### config.mk
export PLATFORM = sky130hd
export DESIGN_NAME = axi_lite_reg_slave
export DESIGN_NICKNAME = d
export VERILOG_FILES = /design/src/rtl/axi_lite_reg_slave.sv
export SDC_FILE = /design/constraint.sdc
export NUM_CORES = 1
export LEC_CHECK = 0
export ABC_AREA = 1
export CAP_MARGIN = 20
export CORE_ASPECT_RATIO = 0.75
export CORE_UTILIZATION = 40
export DETAILED_ROUTE_END_ITERATION = 8
export PLACE_DENSITY = 0.66
export SLEW_MARGIN = 25
export SYNTH_ARGS = -nofsm -noshare
export SYNTH_HDL_FRONTEND = slang
export SYNTH_SLANG_ARGS = --single-unit
### constraint.sdc
create_clock -name s0_axi_aclk -period 3.61 [get_ports s0_axi_aclk]
set_input_delay 0.9025 -clock s0_axi_aclk [delete_from_list [all_inputs] [get_ports s0_axi_aclk]]
set_output_delay 0.9025 -clock s0_axi_aclk [all_outputs]
set_load 0.05 [all_outputs]
### src/rtl/axi_lite_reg_slave.sv
// AXI4-Lite register-file slave: NUM_REGS word registers with byte strobes,
// independent write (AW/W -> B) and read (AR -> R) state machines.
module axi_lite_reg_slave #(
  parameter int unsigned           DATA_WIDTH = 32,
  parameter int unsigned           ADDR_WIDTH = 8,
  parameter int unsigned           RESP_WIDTH = 3,
  parameter int unsigned           NUM_REGS   = 4,
  parameter logic [ADDR_WIDTH-1:0] BASE_ADDR  = '0
) (
  input  logic                           s0_axi_aclk,
  input  logic                           s0_axi_aresetn,
  input  logic [ADDR_WIDTH-1:0]          s0_axi_awaddr,
  input  logic                           s0_axi_awvalid,
  output logic                           s0_axi_awready,
  input  logic [DATA_WIDTH-1:0]          s0_axi_wdata,
  input  logic [DATA_WIDTH/8:0]          s0_axi_wstrb,
  input  logic                           s0_axi_wvalid,
  output logic                           s0_axi_wready,
  output logic [RESP_WIDTH-1:0]          s0_axi_bresp,
  output logic                           s0_axi_bvalid,
  input  logic                           s0_axi_bready,
  input  logic [ADDR_WIDTH-1:0]          s0_axi_araddr,
  input  logic                           s0_axi_arvalid,
  output logic                           s0_axi_arready,
  output logic [DATA_WIDTH-1:0]          s0_axi_rdata,
  output logic [RESP_WIDTH-1:0]          s0_axi_rresp,
  output logic                           s0_axi_rvalid,
  input  logic                           s0_axi_rready,
  output logic [NUM_REGS*DATA_WIDTH-1:0] regs_out
);

  localparam int unsigned STRB_W       = DATA_WIDTH / 8;
  localparam int unsigned REGION_BYTES = 4 * NUM_REGS;

  localparam logic [RESP_WIDTH-1:0] RESP_OKAY   = RESP_WIDTH'(0);
  localparam logic [RESP_WIDTH-1:0] RESP_SLVERR = RESP_WIDTH'(2);

  typedef enum logic {W_IDLE, W_RESP} w_state_e;
  typedef enum logic {R_IDLE, R_DATA} r_state_e;

  // Address decode helpers; addr[1:0] drops out through the word shift.
  function automatic logic addr_in_range(input logic [ADDR_WIDTH-1:0] a);
    logic [31:0] off;
    off = 32'(a) - 32'(BASE_ADDR);
    return (a >= BASE_ADDR) && (off < REGION_BYTES);
  endfunction

  function automatic logic [31:0] addr_word_idx(input logic [ADDR_WIDTH-1:0] a);
    return (32'(a) - 32'(BASE_ADDR)) >> 2;
  endfunction

  // Register file and write-channel state
  logic [NUM_REGS-1:0][DATA_WIDTH-1:0] regs_q, regs_d;
  w_state_e                w_state_q, w_state_d;
  logic                    aw_held_q, aw_held_d;
  logic                    w_held_q, w_held_d;
  logic [ADDR_WIDTH-1:0]   awaddr_q, awaddr_d;
  logic [DATA_WIDTH-1:0]   wdata_q, wdata_d;
  logic [STRB_W-1:0]       wstrb_q, wstrb_d;
  logic                    awready_q, awready_d;
  logic                    wready_q, wready_d;
  logic                    bvalid_q, bvalid_d;
  logic [RESP_WIDTH-1:0]   bresp_q, bresp_d;

  // Read-channel state
  r_state_e                r_state_q, r_state_d;
  logic                    arready_q, arready_d;
  logic                    rvalid_q, rvalid_d;
  logic [DATA_WIDTH-1:0]   rdata_q, rdata_d;
  logic [RESP_WIDTH-1:0]   rresp_q, rresp_d;

  logic                    aw_hs, w_hs, ar_hs;
  logic [ADDR_WIDTH-1:0]   w_addr_eff;
  logic [DATA_WIDTH-1:0]   w_data_eff;
  logic [STRB_W-1:0]       w_strb_eff;
  logic [31:0]             w_idx, r_idx;
  logic                    unused_wstrb_msb;

  // The extra strobe bit carries no byte lane
  assign unused_wstrb_msb = s0_axi_wstrb[STRB_W];

  assign aw_hs = s0_axi_awvalid && awready_q;
  assign w_hs  = s0_axi_wvalid && wready_q;
  assign ar_hs = s0_axi_arvalid && arready_q;

  // A channel captured on this edge is used directly, otherwise the held copy
  assign w_addr_eff = aw_held_q ? awaddr_q : s0_axi_awaddr;
  assign w_data_eff = w_held_q ? wdata_q : s0_axi_wdata;
  assign w_strb_eff = w_held_q ? wstrb_q : s0_axi_wstrb[STRB_W-1:0];
  assign w_idx      = addr_word_idx(w_addr_eff);
  assign r_idx      = addr_word_idx(s0_axi_araddr);

  // Write FSM: latch AW and W in any order, commit once both are present
  always_comb begin : write_next
    w_state_d = w_state_q;
    aw_held_d = aw_held_q;
    w_held_d  = w_held_q;
    awaddr_d  = awaddr_q;
    wdata_d   = wdata_q;
    wstrb_d   = wstrb_q;
    awready_d = awready_q;
    wready_d  = wready_q;
    bvalid_d  = bvalid_q;
    bresp_d   = bresp_q;
    regs_d    = regs_q;

    case (w_state_q)
      W_IDLE: begin
        if (aw_hs) begin
          aw_held_d = 1'b1;
          awaddr_d  = s0_axi_awaddr;
          awready_d = 1'b0;
        end
        if (w_hs) begin
          w_held_d = 1'b1;
          wdata_d  = s0_axi_wdata;
          wstrb_d  = s0_axi_wstrb[STRB_W-1:0];
          wready_d = 1'b0;
        end
        if ((aw_held_q || aw_hs) && (w_held_q || w_hs)) begin
          if (addr_in_range(w_addr_eff)) begin
            for (int unsigned i = 0; i < NUM_REGS; i++) begin
              if (w_idx == i) begin
                for (int unsigned b = 0; b < STRB_W; b++) begin
                  if (w_strb_eff[b]) begin
                    regs_d[i][b*8 +: 8] = w_data_eff[b*8 +: 8];
                  end
                end
              end
            end
            bresp_d = RESP_OKAY;
          end else begin
            bresp_d = RESP_SLVERR;
          end
          bvalid_d  = 1'b1;
          awready_d = 1'b0;
          wready_d  = 1'b0;
          w_state_d = W_RESP;
        end
      end
      W_RESP: begin
        if (s0_axi_bready && bvalid_q) begin
          bvalid_d  = 1'b0;
          aw_held_d = 1'b0;
          w_held_d  = 1'b0;
          awready_d = 1'b1;
          wready_d  = 1'b1;
          w_state_d = W_IDLE;
        end
      end
      default: w_state_d = W_IDLE;
    endcase
  end

  // Read FSM: sample the register file on the AR edge (pre-write value on collision)
  always_comb begin : read_next
    r_state_d = r_state_q;
    arready_d = arready_q;
    rvalid_d  = rvalid_q;
    rdata_d   = rdata_q;
    rresp_d   = rresp_q;

    case (r_state_q)
      R_IDLE: begin
        if (ar_hs) begin
          rdata_d = '0;
          if (addr_in_range(s0_axi_araddr)) begin
            for (int unsigned i = 0; i < NUM_REGS; i++) begin
              if (r_idx == i) begin
                rdata_d = regs_q[i];
              end
            end
            rresp_d = RESP_OKAY;
          end else begin
            rresp_d = RESP_SLVERR;
          end
          rvalid_d  = 1'b1;
          arready_d = 1'b0;
          r_state_d = R_DATA;
        end
      end
      R_DATA: begin
        if (s0_axi_rready && rvalid_q) begin
          rvalid_d  = 1'b0;
          arready_d = 1'b1;
          r_state_d = R_IDLE;
        end
      end
      default: r_state_d = R_IDLE;
    endcase
  end

  // Write-side state registers and register file
  always_ff @(posedge s0_axi_aclk or negedge s0_axi_aresetn) begin
    if (!s0_axi_aresetn) begin
      w_state_q <= W_IDLE;
      aw_held_q <= 1'b0;
      w_held_q  <= 1'b0;
      awaddr_q  <= '0;
      wdata_q   <= '0;
      wstrb_q   <= '0;
      awready_q <= 1'b1;
      wready_q  <= 1'b1;
      bvalid_q  <= 1'b0;
      bresp_q   <= '0;
      regs_q    <= '0;
    end else begin
      w_state_q <= w_state_d;
      aw_held_q <= aw_held_d;
      w_held_q  <= w_held_d;
      awaddr_q  <= awaddr_d;
      wdata_q   <= wdata_d;
      wstrb_q   <= wstrb_d;
      awready_q <= awready_d;
      wready_q  <= wready_d;
      bvalid_q  <= bvalid_d;
      bresp_q   <= bresp_d;
      regs_q    <= regs_d;
    end
  end

  // Read-side state registers
  always_ff @(posedge s0_axi_aclk or negedge s0_axi_aresetn) begin
    if (!s0_axi_aresetn) begin
      r_state_q <= R_IDLE;
      arready_q <= 1'b1;
      rvalid_q  <= 1'b0;
      rdata_q   <= '0;
      rresp_q   <= '0;
    end else begin
      r_state_q <= r_state_d;
      arready_q <= arready_d;
      rvalid_q  <= rvalid_d;
      rdata_q   <= rdata_d;
      rresp_q   <= rresp_d;
    end
  end

  assign s0_axi_awready = awready_q;
  assign s0_axi_wready  = wready_q;
  assign s0_axi_bvalid  = bvalid_q;
  assign s0_axi_bresp   = bresp_q;
  assign s0_axi_arready = arready_q;
  assign s0_axi_rvalid  = rvalid_q;
  assign s0_axi_rdata   = rdata_q;
  assign s0_axi_rresp   = rresp_q;
  assign regs_out       = regs_q;

endmodule

==> run summary <==
Resized Gates After CTS - 0
port bufs - 221
DRC errors left - 0
Filler cells - 2377
Final nets - 1538
FF+latch count, synth - 213
initial core utilization - 41.1%
Max Slew Vio Count - 0
GR Overflow Total - 0
post-DP HPWL - 23.2 mm
layout cells sized above 1 - 7.29%
first-pass GRT wire length - 51.3 mm
PwrDens - 386 nW/um^2
Yosys Warn Count - 0
clk_skew - 0.0162 ns
Worst Path Max Fanout - 3
Worst path max stage delay - 0.80 ns
register clock-pin slew on the reported worst setup and hold paths - 0.06 ns
final clock period utilization by the worst path - 76.6%
# hold bufs at CTS - 0
TritonCTS clock tree - done
fin crit period - 2.76 ns
data required time of the worst path - 2.71 ns
total global-route track usage - 24.8%
Clock Path Buffers - 3
Seq pwr share - 46.4%
initial antenna violation count - 1
Worst-Skew Late Latency - 0.52 ns
Max H-tree Level - 1
pre-CTS setup slack - 0.631 ns
status - completed
Post-Route Setup TNS - 0 ns
Worst Path Buf+Inv - 1
Vias/cell - 5.16
crit path cell chain - clkdlybuf4s50_1
most common cell after layout, fill and taps aside - nand2_1
largest net degree at the start of global routing - 89
Worst Setup End Kind - output pin
syn_area_per_cell - 8.08 um^2
WP data arrival - 1.86 ns
VDD IR max - 0.288 mV
DRT Pass-1 Iters - 5
post-CTS repair timing setup buffer count - 0
Power Internal - 3.96 mW
fmax - 362 MHz
Hold Crit Class - input pin to asynchronous set/reset pin
routed wire length - 33.1 mm
vias in the first global route - 8736
switching power - 1.27 mW
Die Area - 26600 um^2
Rows - 50
post-DR wirelength/cell - 18.0 um
area grow syn2layout - 30.8%
commonest non-fill, non-tap cells in the layout - 483 x nand2_1, 220 x clkdlybuf4s50_1, 209 x dfrtp_1, 122 x o21ai_1, 98 x nand3_1
clock sinks - 213
Vias - 9467
MaxCap Viol Count - 0
Slew HR - 33.9%
Core Area - 25200 um^2
Chip Height - 141 um
Cell variety after synth - 30
Seq/Total Area, Yosys - 51.5%
Worst Tran Pin Value - 0.981 ns
Syn Inst Count - 1283
kind of critical path - register to output pin
Placer Congestion - 0.909
First DRT Iteration DRCs - 763
CTS Buf Count - 24
worst setup margin - 0.847 ns
Fin. Hold Viols - 0
Comb pwr share - 7.1%
Sw Ratio - 24.3%
Slowest-stage cell, CP - clkdlybuf4s50_1
Clock Power Share - 46.5%
RSZ-0062 raised after global routing - false
die span in x - 188 um
Post-Syn Area - 10400 um^2
Leakage - 6.63 nW
delay-heaviest family, CP - buffers and inverters
ANT nets after route - 0
Critical Path Start Type - register
Root Driver - clkbuf_16
IO Count - 231
final setup violation count - 0
-- worst paths after layout --
kind	from	end	slack (ns)	cells after the start
setup / recovery	s0_axi_wready	s0_axi_wready	0.85	1
hold / removal	s0_axi_aresetn	wdata_q[9]	0.38	1
setup reg to reg	aw_held_q	regs_out[73]	1.28	8
hold reg to reg	s0_axi_rdata[6]	s0_axi_rdata[6]	0.48	2
max in group asynchronous	s0_axi_aresetn	s0_axi_awready	2.30	2
min in group s0_axi_aclk	s0_axi_rdata[6]	s0_axi_rdata[6]	0.48	2
-- kinds of logic (layout without fill, tap and decap cells) --
kind of cell	count (synthesis)	after routing	share of synthesized area [%]
flops	213	213	51.5
simple gates	658	658	28.2
other cells	1	5	0.0362
buf+inv	151	361	6.97
compound gates	260	260	13.4
-- power groups by stage --
stage / clock network (mW) / logic [mW] / registers [mW]
floorplan: 0 / 0.112 / 2.53
global placement: 0 / 0.369 / 2.47
detailed placement: 0 / 0.374 / 2.47
CTS: 2.47 / 0.375 / 2.43
global route: 2.56 / 0.403 / 2.43
finish: 2.43 / 0.369 / 2.43
-- final cells by class --
| class | count | area (um^2) | area share [%] |
|---|---|---|---|
| Tap cell | 338 | 423 | 3.12 |
| Timing Repair Buffer | 244 | 2410 | 17.8 |
| Sequential cell | 213 | 5340 | 39.4 |
| Multi-Input combinational cell | 922 | 4330 | 31.9 |
| Clock buffer | 37 | 711 | 5.24 |
| Inverter | 73 | 280 | 2.07 |
| Antenna cell | 1 | 2.50 | 0.0185 |
| Clock inverter | 7 | 62.6 | 0.461 |
-- through the flow --
| stage | util (%) | cells | total power [mW] | area, um^2 | hold WS (ns) |
|---|---|---|---|---|---|
| after floorplan | - | 1286 | 2.65 | 10400 | 0.442 |
| after global placement | 50.7 | 1790 | 2.84 | 12800 | 0.454 |
| after detailed placement | 50.7 | 1790 | 2.85 | 12800 | 0.463 |
| after CTS | 53.8 | 1834 | 5.28 | 13600 | 0.418 |
| after global routing | 53.8 | 1834 | 5.39 | 13600 | 0.447 |
| final | 53.8 | 1835 | 5.23 | 13600 | 0.378 |
-- synthesized netlist by cell type, drive strengths merged --
master | number | area (um^2)
inv | 71 | 272
buf | 34 | 274
conb | 1 | 3.75
nor3 | 1 | 5.00
dfrtp | 210 | 5260
dfstp | 3 | 78.8
o21ai | 200 | 1000
nor2 | 56 | 370
nand3b | 1 | 7.51
a21oi | 27 | 135
nand2 | 493 | 1900
nand3 | 107 | 641
o211ai | 32 | 240
o21a | 1 | 7.51
clkbuf | 44 | 169
clkinv | 2 | 7.51
-- state kept, by name (all words and copies together) (netlist names) --
name / count
w_state_q: 1
s0_axi_rvalid: 1
s0_axi_rresp: 1
regs_out: 128
s0_axi_bresp: 1
w_held_q: 1
awaddr_q: 6
s0_axi_bvalid: 1
s0_axi_arready: 1
wdata_q: 32
aw_held_q: 1
s0_axi_awready: 1
s0_axi_wready: 1
wstrb_q: 4
s0_axi_rdata: 32
r_state_q: 1
-- per-layer routing --
layer,wire (um),vias up,track usage (%)
met1,15900,4495,38.7
li1,-,4555,-
met5,0,-,0
met4,535,0,4.71
met3,3200,37,6.13
met2,13400,380,34.3
(Power assumes the default switching activity.)
